File: config.mk
export PLATFORM = sky130hd
export DESIGN_NAME = median3x3_scanner
export DESIGN_NICKNAME = d
export VERILOG_FILES = /design/src/rtl/median3x3_scanner.sv
export SDC_FILE = /design/constraint.sdc
export NUM_CORES = 1
export LEC_CHECK = 0
export CAP_MARGIN = 10
export CELL_PAD_IN_SITES_DETAIL_PLACEMENT = 1
export CELL_PAD_IN_SITES_GLOBAL_PLACEMENT = 2
export CORE_UTILIZATION = 31
export CTS_CLUSTER_DIAMETER = 200
export DETAILED_ROUTE_END_ITERATION = 8
export GPL_ROUTABILITY_DRIVEN = 1
export PLACE_DENSITY_LB_ADDON = 0.1
export REMOVE_ABC_BUFFERS = 1
export SETUP_SLACK_MARGIN = 0.2
export SYNTH_ARGS = -nofsm -noshare
export SYNTH_HDL_FRONTEND = slang
export SYNTH_SLANG_ARGS = --single-unit
File: constraint.sdc
create_clock -name clk -period 4 [get_ports clk]
set_input_delay 0.8 -clock clk [delete_from_list [all_inputs] [get_ports clk]]
set_output_delay 0.8 -clock clk [all_outputs]
set_load 0.01 [all_outputs]
File: src/rtl/median3x3_scanner.sv
// ---------------------------------------------------------------------------
// median3x3_scanner
//
// Scans a 1-bit image held in flatMem in raster order. For every pixel it
// reads the 3x3 neighbourhood through flatMem's registered read port and
// emits the binary median (majority of 9) with a valid/ready handshake.
// Neighbours outside the image count as 0.
//
// Per pixel: 9 FETCH cycles (one address per neighbour), 1 WAIT cycle to
// collect the last read, then OUT until the result is accepted.
//
// Ports
//   clk          rising-edge clock
//   reset        synchronous, active-low reset
//   start        one-cycle pulse, starts a frame scan (only honoured in IDLE)
//   xAddressOut  x address to flatMem read port
//   yAddressOut  y address to flatMem read port
//   memDataIn    flatMem read data, valid one cycle after the address
//   outPixel     filtered pixel value
//   outX, outY   coordinates of outPixel
//   outValid     outPixel/outX/outY valid
//   outReady     downstream accepts when outValid && outReady
//   busy         high while a frame scan is in progress
//   done         one-cycle pulse after the last pixel is accepted
// ---------------------------------------------------------------------------
module median3x3_scanner #(
    parameter int IMWIDTH  = 240,
    parameter int IMHEIGHT = 180,
    parameter int ADDRW    = 8,
    parameter int THRESH   = 5
) (
    input  logic             clk,
    input  logic             reset,
    input  logic             start,
    output logic [ADDRW-1:0] xAddressOut,
    output logic [ADDRW-1:0] yAddressOut,
    input  logic             memDataIn,
    output logic             outPixel,
    output logic [ADDRW-1:0] outX,
    output logic [ADDRW-1:0] outY,
    output logic             outValid,
    input  logic             outReady,
    output logic             busy,
    output logic             done
);

    localparam logic [2:0] ST_IDLE  = 3'd0;
    localparam logic [2:0] ST_FETCH = 3'd1;
    localparam logic [2:0] ST_WAIT  = 3'd2;
    localparam logic [2:0] ST_OUT   = 3'd3;
    localparam logic [2:0] ST_DONE  = 3'd4;

    localparam logic [ADDRW+1:0] W_LIM    = (ADDRW+2)'(IMWIDTH);
    localparam logic [ADDRW+1:0] H_LIM    = (ADDRW+2)'(IMHEIGHT);
    localparam logic [ADDRW-1:0] X_LAST   = ADDRW'(IMWIDTH - 1);
    localparam logic [ADDRW-1:0] Y_LAST   = ADDRW'(IMHEIGHT - 1);
    localparam logic [3:0]       THRESH_L = 4'(THRESH);

    logic [2:0]       state_r;
    logic [ADDRW-1:0] cx_r;
    logic [ADDRW-1:0] cy_r;
    logic [3:0]       k_r;
    logic [3:0]       ones_r;
    logic             pad_r;     // pad flag of the address currently on the bus
    logic             pad_d_r;   // pad flag aligned with memDataIn

    logic             last_px_s;
    logic [ADDRW-1:0] nxt_cx_s;
    logic [ADDRW-1:0] nxt_cy_s;
    logic [ADDRW-1:0] fx_s;
    logic [ADDRW-1:0] fy_s;
    logic [3:0]       fk_s;
    logic [ADDRW:0]   xn_s;
    logic [ADDRW:0]   yn_s;
    logic             pad_s;
    logic             sample_s;
    logic [3:0]       ones_next_s;

    // Column offset index (0..2 meaning -1..+1) of neighbour k.
    function automatic logic [1:0] k_col(input logic [3:0] k);
        case (k)
            4'd0, 4'd3, 4'd6: k_col = 2'd0;
            4'd1, 4'd4, 4'd7: k_col = 2'd1;
            default:          k_col = 2'd2;
        endcase
    endfunction

    // Row offset index (0..2 meaning -1..+1) of neighbour k.
    function automatic logic [1:0] k_row(input logic [3:0] k);
        case (k)
            4'd0, 4'd1, 4'd2: k_row = 2'd0;
            4'd3, 4'd4, 4'd5: k_row = 2'd1;
            default:          k_row = 2'd2;
        endcase
    endfunction

    // Returns {pad, coordinate}: c + off - 1 clamped into 0..lim-1; pad set
    // when clamping was needed. Works on c + off to stay unsigned.
    function automatic logic [ADDRW:0] nbr_coord(input logic [ADDRW-1:0] c,
                                                 input logic [1:0]       off,
                                                 input logic [ADDRW+1:0] lim);
        logic [ADDRW+1:0] s;
        s = {2'b00, c} + {{ADDRW{1'b0}}, off};
        if (s == {(ADDRW+2){1'b0}}) begin
            nbr_coord = {1'b1, {ADDRW{1'b0}}};
        end else if (s > lim) begin
            nbr_coord = {1'b1, ADDRW'(lim - (ADDRW+2)'(1))};
        end else begin
            nbr_coord = {1'b0, ADDRW'(s - (ADDRW+2)'(1))};
        end
    endfunction

    // Raster advance: next pixel coordinates and last-pixel detection.
    always_comb begin
        last_px_s = (cx_r == X_LAST) && (cy_r == Y_LAST);
        if (cx_r == X_LAST) begin
            nxt_cx_s = {ADDRW{1'b0}};
            nxt_cy_s = cy_r + ADDRW'(1);
        end else begin
            nxt_cx_s = cx_r + ADDRW'(1);
            nxt_cy_s = cy_r;
        end
    end

    // Selects which (pixel, k) the next address load refers to: first
    // neighbour of (0,0) on start, first neighbour of the next pixel on
    // accept, otherwise neighbour k+1 of the current pixel.
    always_comb begin
        fx_s = cx_r;
        fy_s = cy_r;
        fk_s = k_r + 4'd1;
        if (state_r == ST_IDLE) begin
            fx_s = {ADDRW{1'b0}};
            fy_s = {ADDRW{1'b0}};
            fk_s = 4'd0;
        end else if (state_r == ST_OUT) begin
            fx_s = nxt_cx_s;
            fy_s = nxt_cy_s;
            fk_s = 4'd0;
        end else begin
            fk_s = k_r + 4'd1;
        end
        xn_s  = nbr_coord(fx_s, k_col(fk_s), W_LIM);
        yn_s  = nbr_coord(fy_s, k_row(fk_s), H_LIM);
        pad_s = xn_s[ADDRW] | yn_s[ADDRW];
    end

    // Read data returns one cycle after issue: FETCH k>=1 sees sample k-1,
    // WAIT sees sample 8. Padded neighbours contribute 0.
    always_comb begin
        sample_s = 1'b0;
        if (((state_r == ST_FETCH) && (k_r != 4'd0)) || (state_r == ST_WAIT)) begin
            sample_s = ~pad_d_r & memDataIn;
        end else begin
            sample_s = 1'b0;
        end
        ones_next_s = ones_r + {3'b000, sample_s};
    end

    // Main scan FSM, counters, address and output registers.
    always_ff @(posedge clk) begin
        if (!reset) begin
            state_r     <= ST_IDLE;
            cx_r        <= {ADDRW{1'b0}};
            cy_r        <= {ADDRW{1'b0}};
            k_r         <= 4'd0;
            ones_r      <= 4'd0;
            pad_r       <= 1'b0;
            pad_d_r     <= 1'b0;
            xAddressOut <= {ADDRW{1'b0}};
            yAddressOut <= {ADDRW{1'b0}};
            outPixel    <= 1'b0;
            outX        <= {ADDRW{1'b0}};
            outY        <= {ADDRW{1'b0}};
            outValid    <= 1'b0;
            busy        <= 1'b0;
            done        <= 1'b0;
        end else begin
            pad_d_r <= pad_r;
            case (state_r)
                ST_IDLE: begin
                    done <= 1'b0;
                    if (start) begin
                        state_r     <= ST_FETCH;
                        cx_r        <= {ADDRW{1'b0}};
                        cy_r        <= {ADDRW{1'b0}};
                        k_r         <= 4'd0;
                        ones_r      <= 4'd0;
                        busy        <= 1'b1;
                        xAddressOut <= xn_s[ADDRW-1:0];
                        yAddressOut <= yn_s[ADDRW-1:0];
                        pad_r       <= pad_s;
                    end
                end
                ST_FETCH: begin
                    ones_r <= ones_next_s;
                    if (k_r == 4'd8) begin
                        state_r <= ST_WAIT;
                    end else begin
                        k_r         <= k_r + 4'd1;
                        xAddressOut <= xn_s[ADDRW-1:0];
                        yAddressOut <= yn_s[ADDRW-1:0];
                        pad_r       <= pad_s;
                    end
                end
                ST_WAIT: begin
                    ones_r   <= ones_next_s;
                    state_r  <= ST_OUT;
                    outValid <= 1'b1;
                    outPixel <= (ones_next_s >= THRESH_L);
                    outX     <= cx_r;
                    outY     <= cy_r;
                end
                ST_OUT: begin
                    if (outReady) begin
                        outValid <= 1'b0;
                        if (last_px_s) begin
                            state_r <= ST_DONE;
                            done    <= 1'b1;
                        end else begin
                            state_r     <= ST_FETCH;
                            cx_r        <= nxt_cx_s;
                            cy_r        <= nxt_cy_s;
                            k_r         <= 4'd0;
                            ones_r      <= 4'd0;
                            xAddressOut <= xn_s[ADDRW-1:0];
                            yAddressOut <= yn_s[ADDRW-1:0];
                            pad_r       <= pad_s;
                        end
                    end
                end
                ST_DONE: begin
                    done    <= 1'b0;
                    busy    <= 1'b0;
                    state_r <= ST_IDLE;
                end
                default: begin
                    state_r  <= ST_IDLE;
                    outValid <= 1'b0;
                    busy     <= 1'b0;
                    done     <= 1'b0;
                end
            endcase
        end
    end

endmodule
==> impl_metrics.toml <==
[synth]
yosysSeqAreaShare = 0.303
yosys_register_bits = 65
postSynth.asyncResetShare = 0
yosys_warnings = 0
library_cells_used_by_synthesis = 85
synth.cell_area_mm2 = 0.00429
synth_edf_count = 0
post_synth_inst_count = 549
syn_area_per_cell_um2 = 7.82
dominantRegCellSynth = "sky130_fd_sc_hd__dfxtp_1"

[flow_run]
drv_cap = 0

[worst_setup_path]
critPathRequiredTime_ps = 4230
critPathCaptureType = "register"
crit_path_frequent_cell = "sky130_fd_sc_hd__ha_1"
worst-path-buf-inv = 1
crit_path_dat_ps = 3860
worst-path-stages = 13
critical_path.cell_chain = "ha_1 -> xnor2_2 -> nand2b_1 -> a311oi_2 -> ha_1 -> inv_1 -> fa_1 -> a21oi_2 -> nand4_2 -> or4b_1 -> a211o_1 -> and3_4 -> a22o_1"
path_delay_family = "simple AND/OR/NAND/NOR gates"
critPathMaxStageDelay_ps = 520
worstSetupPathType = "register to register"
startpoint_type = "register"
reg2reg_depth = 13
slowest_cp_cell = "sky130_fd_sc_hd__or4b_1"
timing.critical_path.fanout_max = 8

[route]
drt_first_iter_violations = 220
drt_pre_antenna_iters = 4
wl_per_cell_um = 17.1
antenna_violating_nets_post_route = 0
dr_total_vias = 4120
totalWireLength_um = 13200
residual_drc = 0
viasPerCell = 5.33

[die]
fp.dieH_um = 120
placeableCoreArea_mm2 = 0.0133
fp.dieArea_mm2 = 0.0143
effective_utilization_at_floorplan = 0.322
dieWidth_um = 120
io-pin-count = 41
num_rows = 42

[final_layout]
flow.area_growth_from_synthesis_pct = 22.5
register_area_mm2 = 0.00131
antenna-diode-count = 0
instances_no_fill = 773
multi_input_area_mm2 = 0.00277
share_of_final_layout_standard_cells_stronger_than_drive_strength_1 = 0.144
fill_cells = 1625
postLayoutCellArea_mm2 = 0.00526
finalNetCount = 612

[place]
place.detailed.hpwl_um = 9620
post-place-ws_ps = 39.3
post-place-cells = 757
placement.io_buffers = 40
gpl.final_weighted_congestion = 0.808
placement.cell_area_mm2 = 0.00488

[clock_tree]
cts.path.max_buffers = 2
numClockSinks = 65
numCtsBuffers = 9
number_of_h_tree_levels = 3
tritoncts = "built"
cts_root_buffer = "sky130_fd_sc_hd__clkbuf_16"
clk_pin_slew_worst_paths_ps = 50
cts_setup_buffers = 0
worst_skew_pair.late_latency_ps = 350

[power]
combinational_group_share_of_total_power = 0.238
power.share.clock = 0.401
net-switching-power_uw = 608
int_pwr_uw = 1350
relative_contribution_of_sequential_cells_to_total_power = 0.361
sw_frac_of_total = 0.310
cellPowerDensity_mw_per_mm2 = 373
worst_ir_drop_vdd_mv = 0.261
static-leakage-power_uw = 0.00195

[timing]
totalNegativeSetupSlack_ps = 0
max_slew_margin = 0.453
slew_violations = 0
final-hold-violation-count = 0
fin_ws_ps = 369
setup-violations-final = 0
grt_setup_unrepaired = "no"
worst-slew-pin-transition_ps = 817
achievable-frequency_mhz = 275
final.min_clock_period_ps = 3630
min_period_over_period = 0.908
finalHoldWorstSlack_ps = 451
finalClockSkew_ps = 9.04

[global_route]
number_of_antenna_violations_at_the_first_check_in_global_routing = 0
grt_max_degree = 49
first_global_vias = 4124
grt.overflow.total = 0
grt_util_all_layers = 0.195
wire_length_of_the_first_global_routing_pass_um = 21700

[worst_hold_path]
hold-path-cell-count = 2
type_of_the_worst_min_delay_path = "register to register"

[status]
status = "finished clean"
[stage by stage]
stage	power, µW	util
floorplan	987	-
global placement	1170	0.366
detailed placement	1180	0.366
CTS	1980	0.390
global route	2070	0.394
finish	1960	0.394
[layer usage]
layer  vias up  GRT usage  part of all wire
met4         0     0.0578             0.015
met3        18     0.0475             0.040
met1      1982      0.258              0.49
met5         -          0                 0
li1       2060          -                 -
met2        60      0.312              0.46
[tightest hold or removal path: stages (launching register included)]
cell and delay, ps:
sky130_fd_sc_hd__dfxtp_1 310, sky130_fd_sc_hd__nand2_1 50, sky130_fd_sc_hd__o21ai_1 50
[kinds of logic after synthesis]
kind of cell,after synthesis,share of synthesized area
XOR/XNOR,24,0.0507
adder cells (fa/ha/maj),15,0.0472
buffers and inverters,52,0.0700
multiplexers,4,0.00933
flip-flops,65,0.303
AO/OA/AOI/OAI,153,0.237
AND/OR/NAND/NOR,236,0.282
[area by class of cell]
type,instances,share of cell area
flip-flops and latches,65,0.250
multi-input cells,432,0.526
clock inverters,5,0.0107
well taps,176,0.0419
repair buffers,68,0.116
inverters,16,0.0114
clock buffers,11,0.0443
[what timing repair did]
| item | in CTS | in global routing |
|---|---|---|
| setup endpoints to repair | 15 | 16 |
| hold buffers | 0 | 0 |
| hold endpoints to repair | 0 | 0 |
| pin swaps | 0 | 3 |
| gates resized for setup | 6 | 16 |
[Yosys cell counts, drive strengths merged, types with 3 or more instances]
| cell type | count | area share |
|---|---|---|
| nor4 | 4 | 0.011 |
| a31oi | 11 | 0.016 |
| and2 | 6 | 0.0087 |
| a22oi | 3 | 0.0052 |
| or3 | 4 | 0.0073 |
| and3 | 5 | 0.0099 |
| nand3 | 17 | 0.020 |
| dfxtp | 65 | 0.30 |
| a22o | 6 | 0.012 |
| o21ai | 24 | 0.029 |
| nor2 | 57 | 0.052 |
| a311oi | 7 | 0.014 |
| o211a | 3 | 0.0070 |
| a211o | 4 | 0.0085 |
| inv | 16 | 0.014 |
| nor3 | 17 | 0.020 |
| o211ai | 4 | 0.0070 |
| nand2 | 87 | 0.076 |
| nor3b | 4 | 0.0070 |
| or2 | 5 | 0.0073 |
| o31ai | 3 | 0.0052 |
| nand4b | 4 | 0.0082 |
| xnor2 | 9 | 0.020 |
| a21oi | 54 | 0.063 |
| nand2b | 3 | 0.0044 |
| nand4 | 4 | 0.011 |
| mux2i | 4 | 0.0093 |
| buf | 14 | 0.034 |
| o31a | 3 | 0.0067 |
| a32oi | 3 | 0.0061 |
| a32o | 4 | 0.0093 |
| or4 | 3 | 0.0052 |
| clkbuf | 22 | 0.022 |
| ha | 13 | 0.038 |
| xor2 | 15 | 0.031 |
| nand3b | 7 | 0.015 |
| a21o | 3 | 0.0055 |
[registers in the layout (all words and copies together), names as in the netlist]
| name | flops |
|---|---|
| xAddressOut | 8 |
| cx_r | 8 |
| cy_r | 8 |
| pad_d_r | 1 |
| outX | 8 |
| ones_r | 4 |
| outY | 8 |
| state_r | 3 |
| outPixel | 1 |
| yAddressOut | 8 |
| k_r | 4 |
| pad_r | 1 |
| done | 1 |
| busy | 1 |
| outValid | 1 |
[power groups by stage]
stage                     sequential (µW)  combinational [µW]  clock, µW
after global routing                  714                 516        843
after global placement                720                 451          0
after floorplan                       731                 255          0
final                                 709                 466        786
after CTS                             709                 461        813
after detailed placement              722                 458          0
[worst paths after layout]
path	startpoint	end	slack [ps]
setup / recovery	k_r[0]	xAddressOut[1]	370
hold / removal	yAddressOut[2]	yAddressOut[2]	450
setup reg to reg	k_r[0]	xAddressOut[1]	370
hold reg to reg	yAddressOut[2]	yAddressOut[2]	450
[cells in the final DEF, fill, tap and decap left out, types with 4 or more instances in the layout]
cell                              Yosys  layout
sky130_fd_sc_hd__nand2_1             87      87
sky130_fd_sc_hd__clkdlybuf4s50_1      0      40
sky130_fd_sc_hd__clkbuf_16            0       9
sky130_fd_sc_hd__a31oi_1             11      11
sky130_fd_sc_hd__dfxtp_1             65      58
sky130_fd_sc_hd__nand4b_1             4       4
sky130_fd_sc_hd__nand3_1             17      17
sky130_fd_sc_hd__a22o_1               6       6
sky130_fd_sc_hd__o211ai_1             4       4
sky130_fd_sc_hd__a21oi_1             54      52
sky130_fd_sc_hd__nor3b_1              4       4
sky130_fd_sc_hd__nor2_1              56      54
sky130_fd_sc_hd__ha_1                13      11
sky130_fd_sc_hd__and2_1               6       6
sky130_fd_sc_hd__dfxtp_2              0       6
sky130_fd_sc_hd__nor3_1              17      17
sky130_fd_sc_hd__a311oi_1             7       5
sky130_fd_sc_hd__buf_4                3      28
sky130_fd_sc_hd__o21ai_1              5       5
sky130_fd_sc_hd__o21ai_0             18      18
sky130_fd_sc_hd__mux2i_1              4       4
sky130_fd_sc_hd__xor2_1              15      15
sky130_fd_sc_hd__nand3b_1             6       6
sky130_fd_sc_hd__xnor2_1              8       7
sky130_fd_sc_hd__a32o_1               4       4
sky130_fd_sc_hd__inv_1               16      16
No activity file was read; power rests on OpenSTA's default activity.
